File: src/rtl/ahb_bridge_arbiter.sv
// ahb_bridge_arbiter
// Two-requester round-robin arbiter and single-beat AHB transfer sequencer.
// Requester 0 is the UART command path and requester 1 is the slave4-interface
// path. Each grant runs one address phase and one data phase on the shared
// AHB master port. The data phase ends either when the slave signals ready or
// when the wait-state timeout expires, which also raises an error.
// There is only ever one transfer in flight.

module ahb_bridge_arbiter #(
  parameter int ADDR_W  = 32,
  parameter int DATA_W  = 32,
  parameter int TIMEOUT = 16
) (
  input  logic              hclk,
  input  logic              hreset,
  input  logic [1:0]        req,
  input  logic [ADDR_W-1:0] addr0,
  input  logic [ADDR_W-1:0] addr1,
  input  logic [DATA_W-1:0] wdata0,
  input  logic [DATA_W-1:0] wdata1,
  input  logic              write0,
  input  logic              write1,
  input  logic [1:0]        sel0,
  input  logic [1:0]        sel1,
  input  logic              hready,
  input  logic [DATA_W-1:0] hrdata,
  output logic [1:0]        hgrant,
  output logic [ADDR_W-1:0] haddr,
  output logic              hwrite,
  output logic [1:0]        hsel,
  output logic [1:0]        htrans,
  output logic [DATA_W-1:0] hwdata,
  output logic [DATA_W-1:0] rdata,
  output logic [1:0]        done,
  output logic              err,
  output logic              busy
);

  // The wait counter only has to reach TIMEOUT-1. The final wait cycle
  // is recognised by comparing against that value, not by counting past it.
  localparam int               CNT_W    = (TIMEOUT > 1) ? $clog2(TIMEOUT) : 1;
  localparam logic [CNT_W-1:0] CNT_LAST = CNT_W'(TIMEOUT - 1);
  localparam logic [CNT_W-1:0] CNT_ONE  = CNT_W'(1);

  localparam logic [1:0] HTRANS_IDLE   = 2'b00;
  localparam logic [1:0] HTRANS_NONSEQ = 2'b10;

  typedef enum logic [1:0] {
    S_IDLE = 2'd0,
    S_ADDR = 2'd1,
    S_DATA = 2'd2
  } state_t;

  state_t             r_state;
  logic               r_ptr;
  logic               r_gnt;
  logic [DATA_W-1:0]  r_wdata;
  logic [CNT_W-1:0]   r_cnt;

  logic [1:0]         w_elig;
  logic               w_pickValid;
  logic               w_pick;
  logic [1:0]         w_pickOh;
  logic [ADDR_W-1:0]  w_addr;
  logic [DATA_W-1:0]  w_wdata;
  logic               w_write;
  logic [1:0]         w_sel;
  logic               w_lastWait;

  // Choose the next requester. A requester whose done is still high is masked
  // so that a request held into its own completion cycle cannot be re-granted.
  always_comb begin
    w_elig      = req & ~done;
    w_pickValid = |w_elig;
    w_pick      = 1'b0;
    case (w_elig)
      2'b10:   w_pick = 1'b1;
      2'b11:   w_pick = r_ptr;
      default: w_pick = 1'b0;
    endcase
  end

  assign w_pickOh   = w_pick ? 2'b10 : 2'b01;
  assign w_addr     = w_pick ? addr1  : addr0;
  assign w_wdata    = w_pick ? wdata1 : wdata0;
  assign w_write    = w_pick ? write1 : write0;
  assign w_sel      = w_pick ? sel1   : sel0;
  assign w_lastWait = (r_cnt == CNT_LAST);

  // Transfer sequencer. Every output is a register, and completion clears the
  // grant in the same edge that raises done.
  always_ff @(posedge hclk or posedge hreset) begin
    if (hreset) begin
      r_state <= S_IDLE;
      r_ptr   <= 1'b0;
      r_gnt   <= 1'b0;
      r_wdata <= '0;
      r_cnt   <= '0;
      hgrant  <= 2'b00;
      haddr   <= '0;
      hwrite  <= 1'b0;
      hsel    <= 2'b00;
      htrans  <= HTRANS_IDLE;
      hwdata  <= '0;
      rdata   <= '0;
      done    <= 2'b00;
      err     <= 1'b0;
      busy    <= 1'b0;
    end else begin
      done <= 2'b00;
      err  <= 1'b0;
      case (r_state)
        S_IDLE: begin
          htrans <= HTRANS_IDLE;
          hwdata <= '0;
          if (w_pickValid) begin
            r_state <= S_ADDR;
            r_gnt   <= w_pick;
            r_wdata <= w_wdata;
            hgrant  <= w_pickOh;
            haddr   <= w_addr;
            hwrite  <= w_write;
            hsel    <= w_sel;
            htrans  <= HTRANS_NONSEQ;
            busy    <= 1'b1;
          end
        end

        S_ADDR: begin
          r_state <= S_DATA;
          r_cnt   <= '0;
          htrans  <= HTRANS_IDLE;
          hwdata  <= hwrite ? r_wdata : '0;
        end

        S_DATA: begin
          if (hready || w_lastWait) begin
            if (hready && !hwrite) begin
              rdata <= hrdata;
            end
            err     <= !hready;
            done    <= r_gnt ? 2'b10 : 2'b01;
            r_state <= S_IDLE;
            r_ptr   <= ~r_gnt;
            r_cnt   <= '0;
            hgrant  <= 2'b00;
            hwdata  <= '0;
            busy    <= 1'b0;
          end else begin
            r_cnt <= r_cnt + CNT_ONE;
          end
        end

        default: begin
          r_state <= S_IDLE;
          hgrant  <= 2'b00;
          htrans  <= HTRANS_IDLE;
          busy    <= 1'b0;
        end
      endcase
    end
  end

endmodule
File: config.mk
export PLATFORM = sky130hd
export DESIGN_NAME = ahb_bridge_arbiter
export DESIGN_NICKNAME = d
export VERILOG_FILES = /design/src/rtl/ahb_bridge_arbiter.sv
export SDC_FILE = /design/constraint.sdc
export NUM_CORES = 1
export LEC_CHECK = 0
export ABC_AREA = 0
export ABC_CLOCK_PERIOD_IN_PS = 4750
export CORE_UTILIZATION = 38
export DETAILED_ROUTE_END_ITERATION = 8
export GPL_TIMING_DRIVEN = 0
export PLACE_DENSITY_LB_ADDON = 0.15
export RECOVER_POWER = 100
export SETUP_SLACK_MARGIN = 0.2
export SYNTH_ARGS = -nofsm -noshare
export SYNTH_HDL_FRONTEND = slang
export SYNTH_SLANG_ARGS = --single-unit
File: constraint.sdc
create_clock -name hclk -period 4.75 [get_ports hclk]
set_input_delay 0.95 -clock hclk [delete_from_list [all_inputs] [get_ports hclk]]
set_output_delay 0.95 -clock hclk [all_outputs]
set_load 0.02 [all_outputs]
==> results of run 1 <==
-- layer usage --
metal / wire [µm] / global-route usage
met1: 7060 / 0.233
met2: 9260 / 0.391
met3: 1460 / 0.0660
met4: 138 / 0.0649
met5: 0 / 0
-- state kept, by name (all words and copies together) (netlist names) --
register and count:
busy 1, done 2, err 1, haddr 32
hgrant 2, hsel 2, htrans 1, hwdata 32
hwrite 1, r_cnt 4, r_gnt 1, r_ptr 1
r_state 2, r_wdata 32, rdata 32
-- worst paths after layout --
check | to | depth (start not counted)
setup / recovery | r_wdata[15]$_DFFE_PP0P_ | 8
hold / removal | hwdata[2]$_DFFE_PP0P_ | 2
setup reg to reg | r_wdata[15]$_DFFE_PP0P_ | 8
hold reg to reg | hwdata[2]$_DFFE_PP0P_ | 2
max in group asynchronous | hwdata[26]$_DFFE_PP0P_ | 4
min in group asynchronous | rdata[18]$_DFFE_PP0P_ | 2
-- layout make-up --
class | instances | share of cell area
Sequential cell | 146 | 0.367
Inverter | 6 | 0.00239
Multi-Input combinational cell | 384 | 0.239
Clock inverter | 10 | 0.0133
Timing Repair Buffer | 279 | 0.284
Tap cell | 216 | 0.0272
Buffer | 39 | 0.0202
Clock buffer | 21 | 0.0473
-- worst register-to-register path, delay by kind of cell, from the launching register on --
| kind | cells | cell delay (ns) |
|---|---|---|
| buf+inv | 4 | 1.46 |
| simple gates | 1 | 0.12 |
| flops | 1 | 0.40 |
| compound gates | 2 | 0.24 |
| fa+ha+maj | 1 | 0.30 |
-- power by group through the flow --
stage / Sequential [mW] / Combinational [mW] / Clock, mW
floorplan: 2.47 / 0.972 / 0
global placement: 2.04 / 2.58 / 0
detailed placement: 2.06 / 2.64 / 0
CTS: 2.05 / 2.65 / 1.37
global route: 2.09 / 2.70 / 1.43
finish: 2.03 / 2.46 / 1.36
-- logic make-up after synthesis --
logic type,Yosys count
multiplexers,102
adder cells (fa/ha/maj),5
flip-flops,146
other,1
AO/OA/AOI/OAI,116
AND/OR/NAND/NOR,160
buffers and inverters,45
-- through the flow --
step                      setup WS [ns]  total power [mW]
after global routing               1.35              6.22
after floorplan                    1.97              3.44
final                              1.64              5.85
after CTS                          2.29              6.08
after global placement            0.798              4.62
after detailed placement           1.90              4.71
-- synthesized netlist by cell type (all sizes together) --
library cell  instances  area, µm²
a21boi                1       7.51
a21o                  2       15.0
a21oi                 2       10.0
and2                  1       6.26
and2b                 1       7.51
and3                  2       12.5
buf                  26        169
clkbuf               13       48.8
conb                  1       3.75
dfrtp               146       3650
ha                    5       62.6
inv                   6       22.5
mux2                 34        383
mux2i                68        681
nand2               135        507
nand2b                1       6.26
nand3                 9       45.0
nand3b                1       7.51
nor2                  6       22.5
nor2b                 2       27.5
nor3                  1       5.00
o21ai               108        541
o22a                  1       8.76
o31ai                 1       7.51
o32a                  1       10.0
or4                   1       7.51
==> implementation parameters, run 1 <==
Parameter                              Value

Yosys
  Net Count, Synth ... ~750
  Flops & latches, synth ... about 150
  Synth unique cells ... 30
  Part of the Yosys area used for sequential elements ... 0.582
  Largest family of logic cells by synthesized area ... multiplexers
  Simple-gate share of the synthesized area ... 0.104
  Mapped Cells ... approximately 580
  Average instance area after synthesis ... ~11 µm²
  Synth Warn # ... 0
  Post-Syn Area ... ~6300 µm²
  Post-synthesis xor/xnor area fraction ... 0
  Share of synthesized cell area in full adder, half adder and majority cells ... 0.00997
  Synthesized-area fraction occupied by ao, oa, aoi and oai cells ... 0.0955
  Mux contribution to synthesized area ... 0.169

Min path
  Startpoint of the tightest hold check path ... hwdata[2]$_DFFE_PP0P_
  Worst hold-check path type ... reg -> reg

Power
  Power density over the cells ... 588 nW/µm²
  Switching power of the nets ... 2.15 mW
  Fraction of power spent switching nets ... 0.368
  Peak ir drop on the vdd network ... ~0.25 mV
  Proportion of power drawn by the clock network ... 0.232
  Part of the power in registers ... 0.347
  Logic pwr share ... 0.421
  Leak ... 4.47 nW
  Internal portion of total power ... 3.70 mW

GRT
  Aggregate global routing overflow ... 0
  Global-route wire length before repair ... around 27 mm
  Largest net degree at the start of global routing ... 44
  Number of antenna violations at the first check in global routing ... 0
  Via count of the first global-routing pass ... roughly 5300
  Total GRT Usage ... 0.213

Layout
  Filler Cells Inserted ... between 1000 and 1500
  Most common library cell in the layout ignoring fill and taps ... sky130_fd_sc_hd__clkdlybuf4s50_1
  Final net count ... ~1000
  Fin area ... ~10000 µm²
  Area growth syn-to-layout ... 58.5%
  Area taken by flip-flops and latches ... around 3700 µm²
  Ratio of cells with drive above 1 in the final layout ... 0.0927
  Core occupancy in the finished layout ... 0.622
  Multi-input gate area in the final layout ... approximately 2400 µm²
  Diode count ... 0
  Final Non-Filler Cells ... around 1100
  Commonest cells after routing, fill and taps aside ... sky130_fd_sc_hd__clkdlybuf4s50_1, sky130_fd_sc_hd__dfrtp_1, sky130_fd_sc_hd__nand2_1

Worst setup path
  Cell with the most instances on the worst path ... sky130_fd_sc_hd__clkbuf_1
  CP Max Fanout ... 10
  Worst endpoint required time ... slightly above 5 ns
  Worst reg2reg path startpoint ... r_state[0]$_DFFE_PP0P_
  Cell-by-cell trace of the critical path ... dlygate4sd3_1, nor2b_1, o21ai_0, clkbuf_1, clkbuf_1, clkbuf_1, nand2_1, o21ai_0
  Critical path launch point ... req[0]
  Family of cells with the greatest summed delay on the critical path ... buffers and inverters
  Delay contributed by the slowest stage of the critical path ... 0.54 ns
  Worst-path cell with the longest stage delay ... sky130_fd_sc_hd__dlygate4sd3_1
  Critical Setup Path Class ... in -> reg
  Arrival @ worst endpoint ... around 3.4 ns
  Startpoint Class ... input pin
  WP buf/inv ... 4
  Kind of end point of the critical path ... register
  Register-to-register setup slack ... 2.17 ns

Floorplanning
  Horiz. Die Dim ... around 130 µm
  Die ar. ... about 17000 µm²
  CORE AREA ... approximately 16000 µm²
  Top-level port count ... about 280
  Die Y ... approximately 130 µm
  Placement Rows ... 46
  Initial Util ... 0.392

Route
  DRC violations left ... 0
  Antenna violation net count after detailed routing ... 0
  Total vias in the final route ... between 5000 and 6000
  DRT Pass-1 Iters ... 4
  Total Wirelength ... approximately 18 mm
  Mean routed wirelength per cell ... approximately 16 µm
  Number of vias per cell ... ~4.8
  Number of DRC markers after the initial detailed-route iteration ... approximately 230

Clock tree
  Buffer levels on the longest clock path ... 2
  Depth of the CTS H-tree ... 4
  Post-CTS sizing ... 0
  Total setup buffers inserted after CTS ... 0
  Total clock buffers created by CTS ... 17
  Clock tree from TritonCTS ... yes
  Hold Buf Count CTS ... 0
  Clock Tree Root ... sky130_fd_sc_hd__clkbuf_16
  Reg clk slew, reported paths ... around 0.06 ns
  Clock sinks ... 146
  Latest clock arrival within the worst-skew pair ... 0.41 ns

Placed design
  DP HPWL ... 13.8 mm
  Routability Congestion ... 0.804
  PortBufs ... around 280
  Standard cell area after detailed placement ... roughly 9400 µm²
  Placed instance count ... roughly 1100

STA
  Worst hold margin ... 0.471 ns
  Pin slew with the least headroom to its limit ... 1.46 ns
  Max Transition Viols Final ... 0
  Final Hold Viols ... 0
  Fraction of the cycle the final worst path needs ... 0.655
  Final total negative setup slack ... 0 ns
  Setup Skew ... between 0.005 and 0.006 ns
  Highest clock rate ... 322 MHz
  Worst-case headroom to the max-slew limit ... 0.0234
  Period minus WS final ... 3.11 ns
  Final number of setup-violating endpoints ... 0
  Unrepaired setup endpoints after global routing ... no

Run
  Max-cap violations ... 1

Run status
  Violated checks ... capacitance limit
  Outcome ... complete, but fails checks
(Power assumes the default switching activity.)
==> run 2, diff against run 1 <==
--- a/config.mk
+++ b/config.mk
@@ -6,7 +6,7 @@
 export NUM_CORES = 1
 export LEC_CHECK = 0
 export ABC_AREA = 0
-export ABC_CLOCK_PERIOD_IN_PS = 4750
+export ABC_CLOCK_PERIOD_IN_PS = 2760
 export CORE_UTILIZATION = 38
 export DETAILED_ROUTE_END_ITERATION = 8
 export GPL_TIMING_DRIVEN = 0
==> constraint.sdc (replaced) <==
create_clock -name hclk -period 2.76 [get_ports hclk]
set_input_delay 0.552 -clock hclk [delete_from_list [all_inputs] [get_ports hclk]]
set_output_delay 0.552 -clock hclk [all_outputs]
set_load 0.02 [all_outputs]
==> run 2 against run 1 <==
Compared with the run above: the flow still finishes with violations (capacitance limit); final cell count is the same; count of clock-buffer cells in the layout is the same; first-iteration DRC count grew 10%; critical endpoint unchanged; die area is the same; sequential share of layout area is essentially flat; combinational power grew 73%; register-to-register slack lost 1.6 ns; critical path type is now reg -> reg; via count is essentially flat; utilization grew 0.078 points; total power grew 72%.
==> implementation parameters, run 2 (synthesized netlist as in run 1, its figures left out) <==
Parameter                              Value

Floorplanning
  Die Y ... between 100 and 150 µm
  Top-level port count ... 278
  CORE AREA ... around 16000 µm²
  Die ar. ... 17000 µm²
  Horiz. Die Dim ... around 130 µm
  Initial Util ... 0.392
  Placement Rows ... 46

Placed design
  PortBufs ... 276
  Routability Congestion ... between 0.8 and 0.9
  DP HPWL ... between 10 and 15 mm

Layout
  Area growth syn-to-layout ... 58.7%
  Most common library cell in the layout ignoring fill and taps ... sky130_fd_sc_hd__clkdlybuf4s50_1
  Diode count ... 0
  Final net count ... about 1000
  Commonest cells after routing, fill and taps aside ... sky130_fd_sc_hd__clkdlybuf4s50_1, sky130_fd_sc_hd__dfrtp_1, sky130_fd_sc_hd__nand2_1
  Filler Cells Inserted ... 1331
  Ratio of cells with drive above 1 in the final layout ... 0.0983

Power
  Peak ir drop on the vdd network ... approximately 0.44 mV
  Part of the power in registers ... 0.347
  Leak ... roughly 4.5 nW
  Switching power of the nets ... approximately 3.7 mW
  Total design power ... 10.1 mW
  Logic pwr share ... 0.421
  Proportion of power drawn by the clock network ... 0.232
  Fraction of power spent switching nets ... 0.368
  Power density over the cells ... about 1000 nW/µm²
  Internal portion of total power ... 6.38 mW

Clock tree
  Total setup buffers inserted after CTS ... 0
  Clock sinks ... roughly 150
  Clock tree from TritonCTS ... yes
  Post-CTS sizing ... 0
  Total clock buffers created by CTS ... 17
  Latest clock arrival within the worst-skew pair ... about 0.4 ns
  Buffer levels on the longest clock path ... 2
  Clock Tree Root ... sky130_fd_sc_hd__clkbuf_16
  Hold Buf Count CTS ... 0
  Depth of the CTS H-tree ... 4
  Reg clk slew, reported paths ... about 0.060 ns

STA
  Worst hold margin ... 0.471 ns
  Period minus WS final ... about 2.2 ns
  Pin slew with the least headroom to its limit ... about 1.5 ns
  Final number of setup-violating endpoints ... 0
  Max Transition Viols Final ... 0
  Worst-case headroom to the max-slew limit ... 0.0232
  Setup Skew ... 0.00671 ns
  Final Hold Viols ... 0
  Final total negative setup slack ... 0 ns
  Fraction of the cycle the final worst path needs ... 0.810
  Unrepaired setup endpoints after global routing ... no
  Highest clock rate ... between 400 and 500 MHz

GRT
  M2 GR Usage ... 0.391
  Global-route wire length before repair ... 26.9 mm
  Via count of the first global-routing pass ... about 5300
  Largest net degree at the start of global routing ... 44
  Aggregate global routing overflow ... 0
  Busiest grt layer ... met2
  Total GRT Usage ... 0.213
  Global-route track usage on met3 ... 0.0660
  Number of antenna violations at the first check in global routing ... 0
  Global-route met1 utilization ... 0.233

Min path
  Worst hold-check path type ... reg -> reg
  Startpoint of the tightest hold check path ... hwdata[2]$_DFFE_PP0P_

Worst setup path
  Family of cells with the greatest summed delay on the critical path ... buffers and inverters
  Cell-by-cell trace of the critical path ... inv_1, ha_1, o21ai_0, clkbuf_1, buf_2, buf_2, nand2_1, o21ai_0
  CP Max Fanout ... 10
  Worst endpoint required time ... ~3.1 ns
  Critical path launch point ... r_state[0]$_DFFE_PP0P_
  Critical Setup Path Class ... reg -> reg
  WP buf/inv ... 4
  Delay contributed by the slowest stage of the critical path ... approximately 0.46 ns
  Worst reg2reg path startpoint ... r_state[0]$_DFFE_PP0P_
  Kind of end point of the critical path ... register
  Startpoint Class ... register
  Worst-path cell with the longest stage delay ... sky130_fd_sc_hd__clkbuf_1
  Arrival @ worst endpoint ... approximately 2.6 ns

Route
  Number of DRC markers after the initial detailed-route iteration ... 250
  DRC violations left ... 0
  DRT Pass-1 Iters ... 4
  Antenna violation net count after detailed routing ... 0
  Total Wirelength ... around 18 mm
  Number of vias per cell ... between 4 and 5
  Total vias in the final route ... 5286
  Mean routed wirelength per cell ... between 15 and 20 µm

Run status
  Outcome ... complete, but fails checks
  Violated checks ... capacitance limit

Run
  Max-cap violations ... 1
## run 2: worst min-delay path, delay by kind of cell (launching register included)
family | cells | cell delay (ns)
and+or+nand+nor | 1 | 0.05
AOI/OAI and AO/OA | 1 | 0.06
DFF | 1 | 0.33
## run 2: final cells by class
class | count | area, µm² | area share
repair buffers | 279 | 2820 | 0.283
clock buffers | 21 | 470 | 0.0472
multi-input cells | 384 | 2380 | 0.239
inverters | 6 | 23.8 | 0.00239
plain buffers | 39 | 206 | 0.0207
flip-flops and latches | 146 | 3650 | 0.367
well taps | 216 | 270 | 0.0271
clock inverters | 10 | 133 | 0.0133
## run 2: path summary, 6_finish.rpt
kind                                           endpoint  depth (start not counted)  slack [ns]
worst min register to register    hwdata[2]$_DFFE_PP0P_                          2        0.47
min in group asynchronous         rdata[18]$_DFFE_PP0P_                          2        0.93
worst max register to register  r_wdata[15]$_DFFE_PP0P_                          8        0.52
max in group asynchronous        hwdata[26]$_DFFE_PP0P_                          4        0.74
worst min-delay path              hwdata[2]$_DFFE_PP0P_                          2        0.47
worst max-delay path            r_wdata[15]$_DFFE_PP0P_                          8        0.52
## run 2: power by group through the flow
stage / clock, mW / combinational (mW) / sequential [mW]
floorplan: 0 / 1.67 / 4.24
global placement: 0 / 4.43 / 3.51
detailed placement: 0 / 4.55 / 3.55
CTS: 2.36 / 4.56 / 3.53
global route: 2.46 / 4.65 / 3.60
finish: 2.34 / 4.25 / 3.50
## run 2: layer usage
metal,up-vias,share of wire
li1,2550,-
met1,2502,0.39
met2,221,0.51
met3,13,0.085
met4,0,0.0093
met5,-,0
## run 2: per-stage QoR
| step | utilization | setup slack (ns) | instances | instance area [µm²] |
|---|---|---|---|---|
| 2_1_floorplan | - | 0.375 | 575 | 6280 |
| 3_3_place_gp | 0.582 | -0.794 | 1067 | 9310 |
| 3_5_place_dp | 0.586 | 0.311 | 1070 | 9370 |
| 4_1_cts | 0.624 | 0.697 | 1101 | 9980 |
| 5_1_grt | 0.623 | 0.285 | 1101 | 9960 |
| 6_report | 0.623 | 0.524 | 1101 | 9960 |
==> run 3, diff against run 2 <==
--- a/config.mk
+++ b/config.mk
@@ -6,8 +6,8 @@
 export NUM_CORES = 1
 export LEC_CHECK = 0
 export ABC_AREA = 0
-export ABC_CLOCK_PERIOD_IN_PS = 2760
-export CORE_UTILIZATION = 38
+export ABC_CLOCK_PERIOD_IN_PS = 2250
+export CORE_UTILIZATION = 42
 export DETAILED_ROUTE_END_ITERATION = 8
 export GPL_TIMING_DRIVEN = 0
 export PLACE_DENSITY_LB_ADDON = 0.15
==> constraint.sdc (replaced) <==
create_clock -name hclk -period 2.25 [get_ports hclk]
set_input_delay 0.45 -clock hclk [delete_from_list [all_inputs] [get_ports hclk]]
set_output_delay 0.45 -clock hclk [all_outputs]
set_load 0.02 [all_outputs]
==> run 3 against run 2 <==
Compared with the run above: the run now ends clean; count of clock-buffer cells in the layout decreased by 3; first-iteration DRC count decreased by 12%; register-to-register slack got worse by 0.26 ns; die area decreased by 9.4%; total power increased by 22%; non-clock buffer count unchanged; final cell count decreased by 2.8%; via count increased by 0.78%.
==> implementation parameters, run 3 (synthesized netlist as in run 1, its figures left out) <==
Parameter                              Value

Run status
  Outcome ... completed

Route
  Number of DRC markers after the initial detailed-route iteration ... about 220
  Number of vias per cell ... 4.98
  Sum of met3 wire segment lengths after detailed routing ... about 1.5 mm
  DRC violations left ... 0
  Mean routed wirelength per cell ... approximately 17 µm
  Total Wirelength ... approximately 18 mm
  Length of routed met2 wiring ... approximately 9.1 mm
  DRT Pass-1 Iters ... 4
  Total vias in the final route ... 5327
  Top sig layer ... met4
  Antenna violation net count after detailed routing ... 0
  Met1 wire length ... 6.72 mm

Placed design
  Routability Congestion ... between 0.8 and 0.9
  Placed instance count ... 1038
  PortBufs ... between 200 and 300
  DP HPWL ... approximately 14 mm
  Standard cell area after detailed placement ... 9330 µm²

Layout
  Final net count ... between 1000 and 1500
  Most common library cell in the layout ignoring fill and taps ... sky130_fd_sc_hd__clkdlybuf4s50_1
  Diode count ... 0
  Filler Cells Inserted ... between 1000 and 1500
  Fin area ... between 9000 and 10000 µm²
  Core occupancy in the finished layout ... 0.684
  Multi-input gate area in the final layout ... about 2400 µm²
  Commonest cells after routing, fill and taps aside ... sky130_fd_sc_hd__clkdlybuf4s50_1, sky130_fd_sc_hd__dfrtp_1, sky130_fd_sc_hd__nand2_1
  Area growth syn-to-layout ... 58.3%
  Ratio of cells with drive above 1 in the final layout ... 0.108
  Area taken by flip-flops and latches ... around 3700 µm²
  Final Non-Filler Cells ... 1070

Clock tree
  Clock sinks ... around 150
  Total clock buffers created by CTS ... 17
  Latest clock arrival within the worst-skew pair ... ~0.4 ns
  Depth of the CTS H-tree ... 4
  Reg clk slew, reported paths ... around 0.06 ns
  Clock tree from TritonCTS ... yes
  Clock Tree Root ... sky130_fd_sc_hd__clkbuf_16
  Hold Buf Count CTS ... 0
  Buffer levels on the longest clock path ... 2

STA
  Period minus WS final ... 2.00 ns
  Setup Skew ... 0.00530 ns
  Unrepaired setup endpoints after global routing ... no
  Fraction of the cycle the final worst path needs ... 0.890
  Max Transition Viols Final ... 0
  Final Hold Viols ... 0
  Final number of setup-violating endpoints ... 0
  Highest clock rate ... approximately 500 MHz
  Final total negative setup slack ... 0 ns
  Pin slew with the least headroom to its limit ... about 1.3 ns
  Worst-case headroom to the max-slew limit ... 0.114

Power
  Power density over the cells ... 1240 nW/µm²
  Peak ir drop on the vdd network ... between 0.5 and 0.6 mV
  Leak ... roughly 4.5 nW

Worst setup path
  WP buf/inv ... 1
  Cell-by-cell trace of the critical path ... dlygate4sd3_1
  Worst-path cell with the longest stage delay ... sky130_fd_sc_hd__dlygate4sd3_1
  Critical Setup Path Class ... reg -> out
  Arrival @ worst endpoint ... between 1.5 and 2 ns
  Number of cells traversed by the worst register-to-register path ... 5
  Worst reg2reg path startpoint ... r_state[0]$_DFFE_PP0P_
  Endpoint of the worst-slack reg-to-reg timing path ... rdata[15]$_DFFE_PP0P_
  Startpoint Class ... register
  Register-to-register setup slack ... roughly 0.26 ns
  Family of cells with the greatest summed delay on the critical path ... buffers and inverters
  CP Max Fanout ... 4
  Delay contributed by the slowest stage of the critical path ... 0.73 ns
  Worst endpoint required time ... roughly 1.8 ns
  Kind of end point of the critical path ... primary output

Floorplanning
  Placement Rows ... 44
  CORE AREA ... about 15000 µm²
  Die Y ... 124 µm
  Die ar. ... roughly 15000 µm²
  Initial Util ... 0.432
  Top-level port count ... approximately 280
  Horiz. Die Dim ... roughly 120 µm

GRT
  Global-route wire length before repair ... 28.8 mm
  Total GRT Usage ... 0.240
  Number of antenna violations at the first check in global routing ... 0
  Via count of the first global-routing pass ... 5687
  Aggregate global routing overflow ... 0
  Largest net degree at the start of global routing ... 43

Min path
  Worst hold endpoint ... haddr[13]$_DFFE_PP0P_
  Hold depth ... 2
  Startpoint of the tightest hold check path ... haddr[13]$_DFFE_PP0P_
  Worst hold-check path type ... reg -> reg

Run
  Max-cap violations ... 0
run 3: cell type report:
| type | count | share of cell area |
|---|---|---|
| flip-flops and latches | 146 | 0.368 |
| repair buffers | 279 | 0.284 |
| multi-input cells | 384 | 0.240 |
| clock buffers | 18 | 0.0442 |
| well taps | 184 | 0.0232 |
| plain buffers | 39 | 0.0225 |
| clock inverters | 14 | 0.0164 |
| inverters | 6 | 0.00239 |
run 3: how the worst max path moves through the flow:
stage | start | endpoint | slack (ns) | cells after the start
floorplan | hreset | busy$_DFFE_PP0P_ | -0.03 | 1
global placement | hreset | hsel[0]$_DFFE_PP0P_ | -1.20 | 2
detailed placement | req[1] | r_wdata[11]$_DFFE_PP0P_ | -0.10 | 8
CTS | r_state[0]$_DFFE_PP0P_ | r_wdata[13]$_DFFE_PP0P_ | 0.22 | 8
global route | r_state[0]$_DFFE_PP0P_ | r_wdata[16]$_DFFE_PP0P_ | 0.13 | 8
finish | hwrite$_DFFE_PP0P_ | hwrite | 0.25 | 1
run 3: metrics by stage:
| step | hold WS [ns] | worst slack [ns] | power, mW |
|---|---|---|---|
| final | 0.473 | 0.248 | 12.3 |
| after global routing | 0.496 | 0.127 | 13.1 |
| after CTS | 0.479 | 0.225 | 12.8 |
| after detailed placement | 0.466 | -0.101 | 9.89 |
| after global placement | 0.453 | -1.20 | 9.69 |
| after floorplan | 0.433 | -0.0330 | 7.26 |
run 3: layer usage:
metal  vias up  global-route usage
met5         -                   0
met4         0              0.0794
met3        27              0.0876
met2       221               0.425
met1      2521               0.265
li1       2558                   -
run 3: what timing repair did:
| item | in CTS | in global routing |
|---|---|---|
| gates resized for setup | 2 | 9 |
| buffers inserted | 0 | 0 |
| endpoints found under the setup margin | 2 | 58 |
| gates cloned | 0 | 0 |
run 3: power breakdown:
part	switching (mW)	internal, mW	leakage [nW]
clock	1.08	1.77	0.288
sequential	0.569	3.72	1.85
combinational	2.90	2.30	2.37
total	4.55	7.79	4.51
==> patch 1, RTL diff (settings of run 2) <==
The parameter `DATA_W` goes from 32 to 16.
--- a/src/rtl/ahb_bridge_arbiter.sv
+++ b/src/rtl/ahb_bridge_arbiter.sv
@@ -10,3 +10,3 @@
   parameter int ADDR_W  = 32,
-  parameter int DATA_W  = 32,
+  parameter int DATA_W  = 16,
   parameter int TIMEOUT = 16
Interface: changed (5 resized); port bits go from 278 to 198. No check against the original RTL was run, so the function may have changed too.
==> patch 1 against run 2 <==
- power decreased by 34%
- synthesized area decreased by 30%
- count of clock-buffer cells in the layout decreased by 12
- utilization decreased by 0.37 points
- worst setup slack improved by 0.095 ns
- routed wire length decreased by 36%
- sequential cell count decreased by 48
- global-route usage decreased by 1.6 points
- register-to-register slack improved by 0.22 ns
- first-iteration DRC count decreased by 73%
- die area decreased by 30%
- cell area decreased by 31%
- critical path type is now in -> reg
==> patch 1: results (changes against run 2) <==
status complete, no violations (was finished with violations); share of layout cells above drive strength 1 0.0928 (was 0.0983); CP arrival 2.38 ns (was 2.57 ns); top cells by area, synth dfrtp_1 56%, mux2i_1 12%, nand2_1 7.4% (was dfrtp_1 58%, mux2i_1 11%, nand2_1 8.1%); placed cells 738 (was 1070); Filler cells 971 (was 1331); Synth top cells by count 98 x dfrtp_1, 87 x nand2_1, 53 x mux2i_1, 47 x o21ai_0, 27 x o21ai_1 (was 146 x dfrtp_1, 135 x nand2_1, 95 x o21ai_0, 68 x mux2i_1, 34 x mux2_2); max reg flops 32; Post-DP HPWL 8930 um (was 13800 um); # resized after CTS 0 (unchanged); top cell type's share of synthesized area 0.558 (was 0.582); Routed WL 11400 um (was 17900 um); # H-tree levels 3 (was 4); wire length of the first global-routing pass 17800 um (was 26900 um); post-placement setup slack 0.560 ns (was 0.311 ns); All-Layer GR Usage 0.197 (was 0.213); CP max stage cell clkdlybuf4s50_1 (was clkbuf_1); number of global-route vias before repair 3633 (was 5325); Final Skew 0.0101 ns (was 0.00671 ns); Iter 0 DRT Violations 68 (was 250); actual slew at the worst max-slew pin 1.23 ns (was 1.46 ns); post-synthesis mux area share 0.162 (was 0.169); CTS Buf Count 9 (was 17); Async S/R FF share, synth 1.00 (unchanged); mean cell area of the mapped netlist 11.0 um^2 (was 10.9 um^2); Switching Share 0.383 (was 0.368); WL per Instance 15.1 um (was 16.3 um); worst skew pair latency 0.34 ns (was 0.41 ns); Unique masters post-synth 40 (was 30); Synth Area in Compound Gates 0.113 (was 0.0955); Peak supply drop 0.000409 V (was 0.000439 V); R2R depth 5 (was 8); sequential fraction of the synthesis area 0.558 (was 0.582); syn_nets 528 (was 751); adder-cell share of the synthesized area 0.0142 (was 0.00997); critical path's largest stage delay 0.45 ns; pin count of the biggest net entering global routing 38 (was 44); RePlAce Congestion 0.782 (was 0.804); Port Buffers 196 (was 276); Pleak 3.23 nW (was 4.48 nW); Vias/cell 4.82 (was 4.80)
## patch 1: cell count changes after synthesis, sizes merged, moves of 2 or more
cell    change
dfrtp      -48
nand2      -48
mux2i      -15
nand3       -6
buf         -7
mux2       -18
o21ai      -32
clkbuf      -6
inv         +2
## patch 1: stage by stage
stage          cell area, um^2  total power, mW  utilization
4_1_cts                   6890             7.01        0.622
2_1_floorplan             4400             4.19            -
5_1_grt                   6860             7.17        0.619
3_3_place_gp              6540             5.63        0.590
6_report                  6860             6.68        0.619
3_5_place_dp              6580             5.71        0.594
## patch 1: cell families (layout without fill, tap and decap cells)
logic type / Yosys count / after routing
simple gates: 105 / 105
flops: 98 / 98
compound gates: 88 / 88
mux: 69 / 69
buf+inv: 34 / 248
fa+ha+maj: 5 / 5
other cells: 1 / 1
## patch 1: worst reg2reg max path, cell delays in order (launching register included)
cell and delay [ns]:
dfrtp_1 0.40, inv_1 0.08, ha_1 0.26, nand3b_1 0.32
clkbuf_1 0.46, mux2_2 0.40
## patch 1: power groups by stage
stage / Clock [mW] / Sequential, mW / Combinational, mW
after floorplan: 0 / 2.90 / 1.30
after global placement: 0 / 2.36 / 3.27
after detailed placement: 0 / 2.39 / 3.32
after CTS: 1.30 / 2.37 / 3.34
after global routing: 1.37 / 2.43 / 3.37
final: 1.28 / 2.34 / 3.06
## patch 1: layer usage
metal  global-route usage  vias up  wire (um)  part of all wire
li1                     -     1789          -                 -
met1                0.230     1686       4630              0.41
met2                0.345      152       5610              0.49
met3               0.0658        4       1120             0.098
met4               0.0543        0         46            0.0040
met5                    0        -          0                 0
## patch 1: area by class of cell
cell class	count	area, um^2	share of cell area
Buffer	26	178	0.0259
Timing Repair Buffer	198	2000	0.292
Inverter	8	31.3	0.00456
Sequential cell	98	2450	0.358
Tap cell	140	175	0.0255
Multi-Input combinational cell	268	1710	0.249
Clock buffer	9	225	0.0328
Clock inverter	7	85.1	0.0124
## patch 1: path summary, 6_finish.rpt
path	startpoint	to	slack, ns
min in group asynchronous	hreset	rdata[1]	0.93
worst min register to register	haddr[28]	haddr[28]	0.47
worst min-delay path	haddr[28]	haddr[28]	0.47
worst max-delay path	req[0]	haddr[21]	0.62
worst max register to register	r_state[0]	rdata[4]	0.74
max in group asynchronous	hreset	haddr[13]	1.12
==> patch 2, RTL diff (settings of run 2) <==
Made on the original files. Put one more register stage on the output `err`, without a reset. The value now appears one clock later. The other outputs are not delayed to match.
--- a/src/rtl/ahb_bridge_arbiter.sv
+++ b/src/rtl/ahb_bridge_arbiter.sv
@@ -52,2 +52,4 @@
   } state_t;
+
+  logic err_s0;
 
@@ -106,3 +108,3 @@
       done    <= 2'b00;
-      err     <= 1'b0;
+      err_s0  <= 1'b0;
       busy    <= 1'b0;
@@ -110,3 +112,3 @@
       done <= 2'b00;
-      err  <= 1'b0;
+      err_s0 <= 1'b0;
       case (r_state)
@@ -140,3 +142,3 @@
             end
-            err     <= !hready;
+            err_s0  <= !hready;
             done    <= r_gnt ? 2'b10 : 2'b01;
@@ -163,2 +165,6 @@
 
+  always_ff @(posedge hclk) begin
+    err <= err_s0;
+  end
+
 endmodule
Function: same outputs for any inputs over 10 cycles, from zero or initial values and one cycle with hreset high; that may be too few to reach the edited logic, so the function may still have changed.
==> patch 2 against run 2 <==
- the flow finishes with violations (max-capacitance violations, max-slew violations)
- first-iteration DRC count grew 26%
- synthesized cell count grew 0.17%
- non-clock buffer count is the same
- routed wire length shrank 4.5%
- worst setup slack lost 0.013 ns
- cell area grew 0.18%
- power shrank 0.57%
- maximum frequency shrank 0.57%
- synthesized area grew 0.32%
- sequential cell count grew 1
- critical path type unchanged
==> patch 2: results (changes against run 2) <==
RePlAce Congestion 0.771 (was 0.804); Synth top cells by count 146 x dfrtp_1, 135 x nand2_1, 95 x o21ai_0, 68 x mux2i_1, 34 x mux2_2 (unchanged); failing checks max-capacitance violations, max-slew violations (was max-capacitance violations); Routed WL 17100 um (was 17900 um); synth warn 0 (unchanged); Root Driver clkbuf_16 (unchanged); clock slew at reported path FFs 0.06 ns (about the same); sequential fraction of the synthesis area 0.583 (was 0.582); Post-CTS Setup Bufs 0 (unchanged); Slew HR -0.0353 (was 0.0232); mean cell area of the mapped netlist 10.9 um^2 (about the same); Peak supply drop 0.000487 V (was 0.000439 V); All-Layer GR Usage 0.203 (was 0.213); syn_nets 752 (was 751); max-capacitance violation count 1 (unchanged); placed cells 1071 (was 1070); first drt pass iteration count 4 (unchanged); pin count of the biggest net entering global routing 43 (was 44); Filler cells 1307 (was 1331); Vias 5261 (was 5286); Final Skew 0.00843 ns (was 0.00671 ns); Pleak 4.50 nW (was 4.48 nW); wire length of the first global-routing pass 26000 um (was 26900 um); share of layout cells above drive strength 1 0.0981 (was 0.0983); Post-DP HPWL 13200 um (was 13800 um); CP arrival 2.56 ns (was 2.57 ns); Yosys top cell by area dfrtp_1 (unchanged); # H-tree levels 4 (unchanged); Async S/R FF share, synth 0.993 (was 1.00); most common cell in the netlist dfrtp_1 (unchanged); Slew Viols, Final 32 (was 0); top cells by area, synth dfrtp_1 58%, mux2i_1 11%, nand2_1 8.0% (was dfrtp_1 58%, mux2i_1 11%, nand2_1 8.1%); initial antenna violation count 0 (unchanged); critical path's largest stage delay 0.43 ns (was 0.46 ns); Vias/cell 4.77 (was 4.80); Placed Area 0.00939 mm^2 (was 0.00937 mm^2); Iter 0 DRT Violations 315 (was 250); status finished with violations (unchanged); Hold Crit Class reg -> reg (unchanged); Unique masters post-synth 31 (was 30); CTS max path bufs 2 (unchanged)
[patch 2: cells by family (layout without fill, tap and decap cells)]
logic type,count (synthesis),in the layout,share of synthesized area
buffers and inverters,45,356,0.0381
other,1,1,0.000595
adders and majority gates,5,5,0.00993
AOI/OAI and AO/OA,116,116,0.0952
and+or+nand+nor,160,160,0.104
DFF,147,147,0.583
muxes,102,102,0.169
[patch 2: per-stage QoR]
stage | setup TNS [ns] | setup WS [ns]
3_5_place_dp | 0 | 0.272
3_3_place_gp | -116.46 | -0.805
6_report | 0 | 0.511
2_1_floorplan | 0 | 0.375
5_1_grt | 0 | 0.284
4_1_cts | 0 | 0.685
[patch 2: report_power, final]
group	leakage, nW	internal [mW]	switching [mW]
sequential	1.86	3.05	0.452
combinational	2.35	1.86	2.36
clock	0.291	1.47	0.841
[patch 2: final timing paths]
check                      slack, ns     endpoint  startpoint  cells past startpoint
min in group asynchronous       0.97    rdata[15]      hreset                      2
setup / recovery                0.51  r_wdata[25]  r_state[0]                      8
hold / removal                  0.34          err      err_s0                      0
max in group asynchronous       0.73     haddr[9]      hreset                      4
hold reg to reg                 0.34          err      err_s0                      0
setup reg to reg                0.51  r_wdata[25]  r_state[0]                      8
[patch 2: final cells by class]
type                    count  area [um^2]  area share
plain buffers              39          209      0.0209
clock inverters             9          130      0.0130
flip-flops and latches    147         3670       0.368
repair buffers            279         2820       0.283
inverters                   6         23.8     0.00238
multi-input cells         384         2380       0.239
well taps                 216          270      0.0271
clock buffers              23          468      0.0469
[patch 2: worst max-delay path, delay by kind of cell, from the launching register on]
family          cells  cell delay, ns
compound gates      2            0.24
fa+ha+maj           1            0.29
buf+inv             4            1.13
flops               1            0.40
simple gates        1            0.08
[patch 2: layer usage]
metal | wire [um] | vias to the layer above | share of wire | GRT usage
met5 | 0 | - | 0 | 0
met3 | 1360 | 20 | 0.080 | 0.0603
li1 | - | 2548 | - | -
met2 | 8710 | 209 | 0.51 | 0.368
met1 | 6780 | 2484 | 0.40 | 0.224
met4 | 262 | 0 | 0.015 | 0.0784
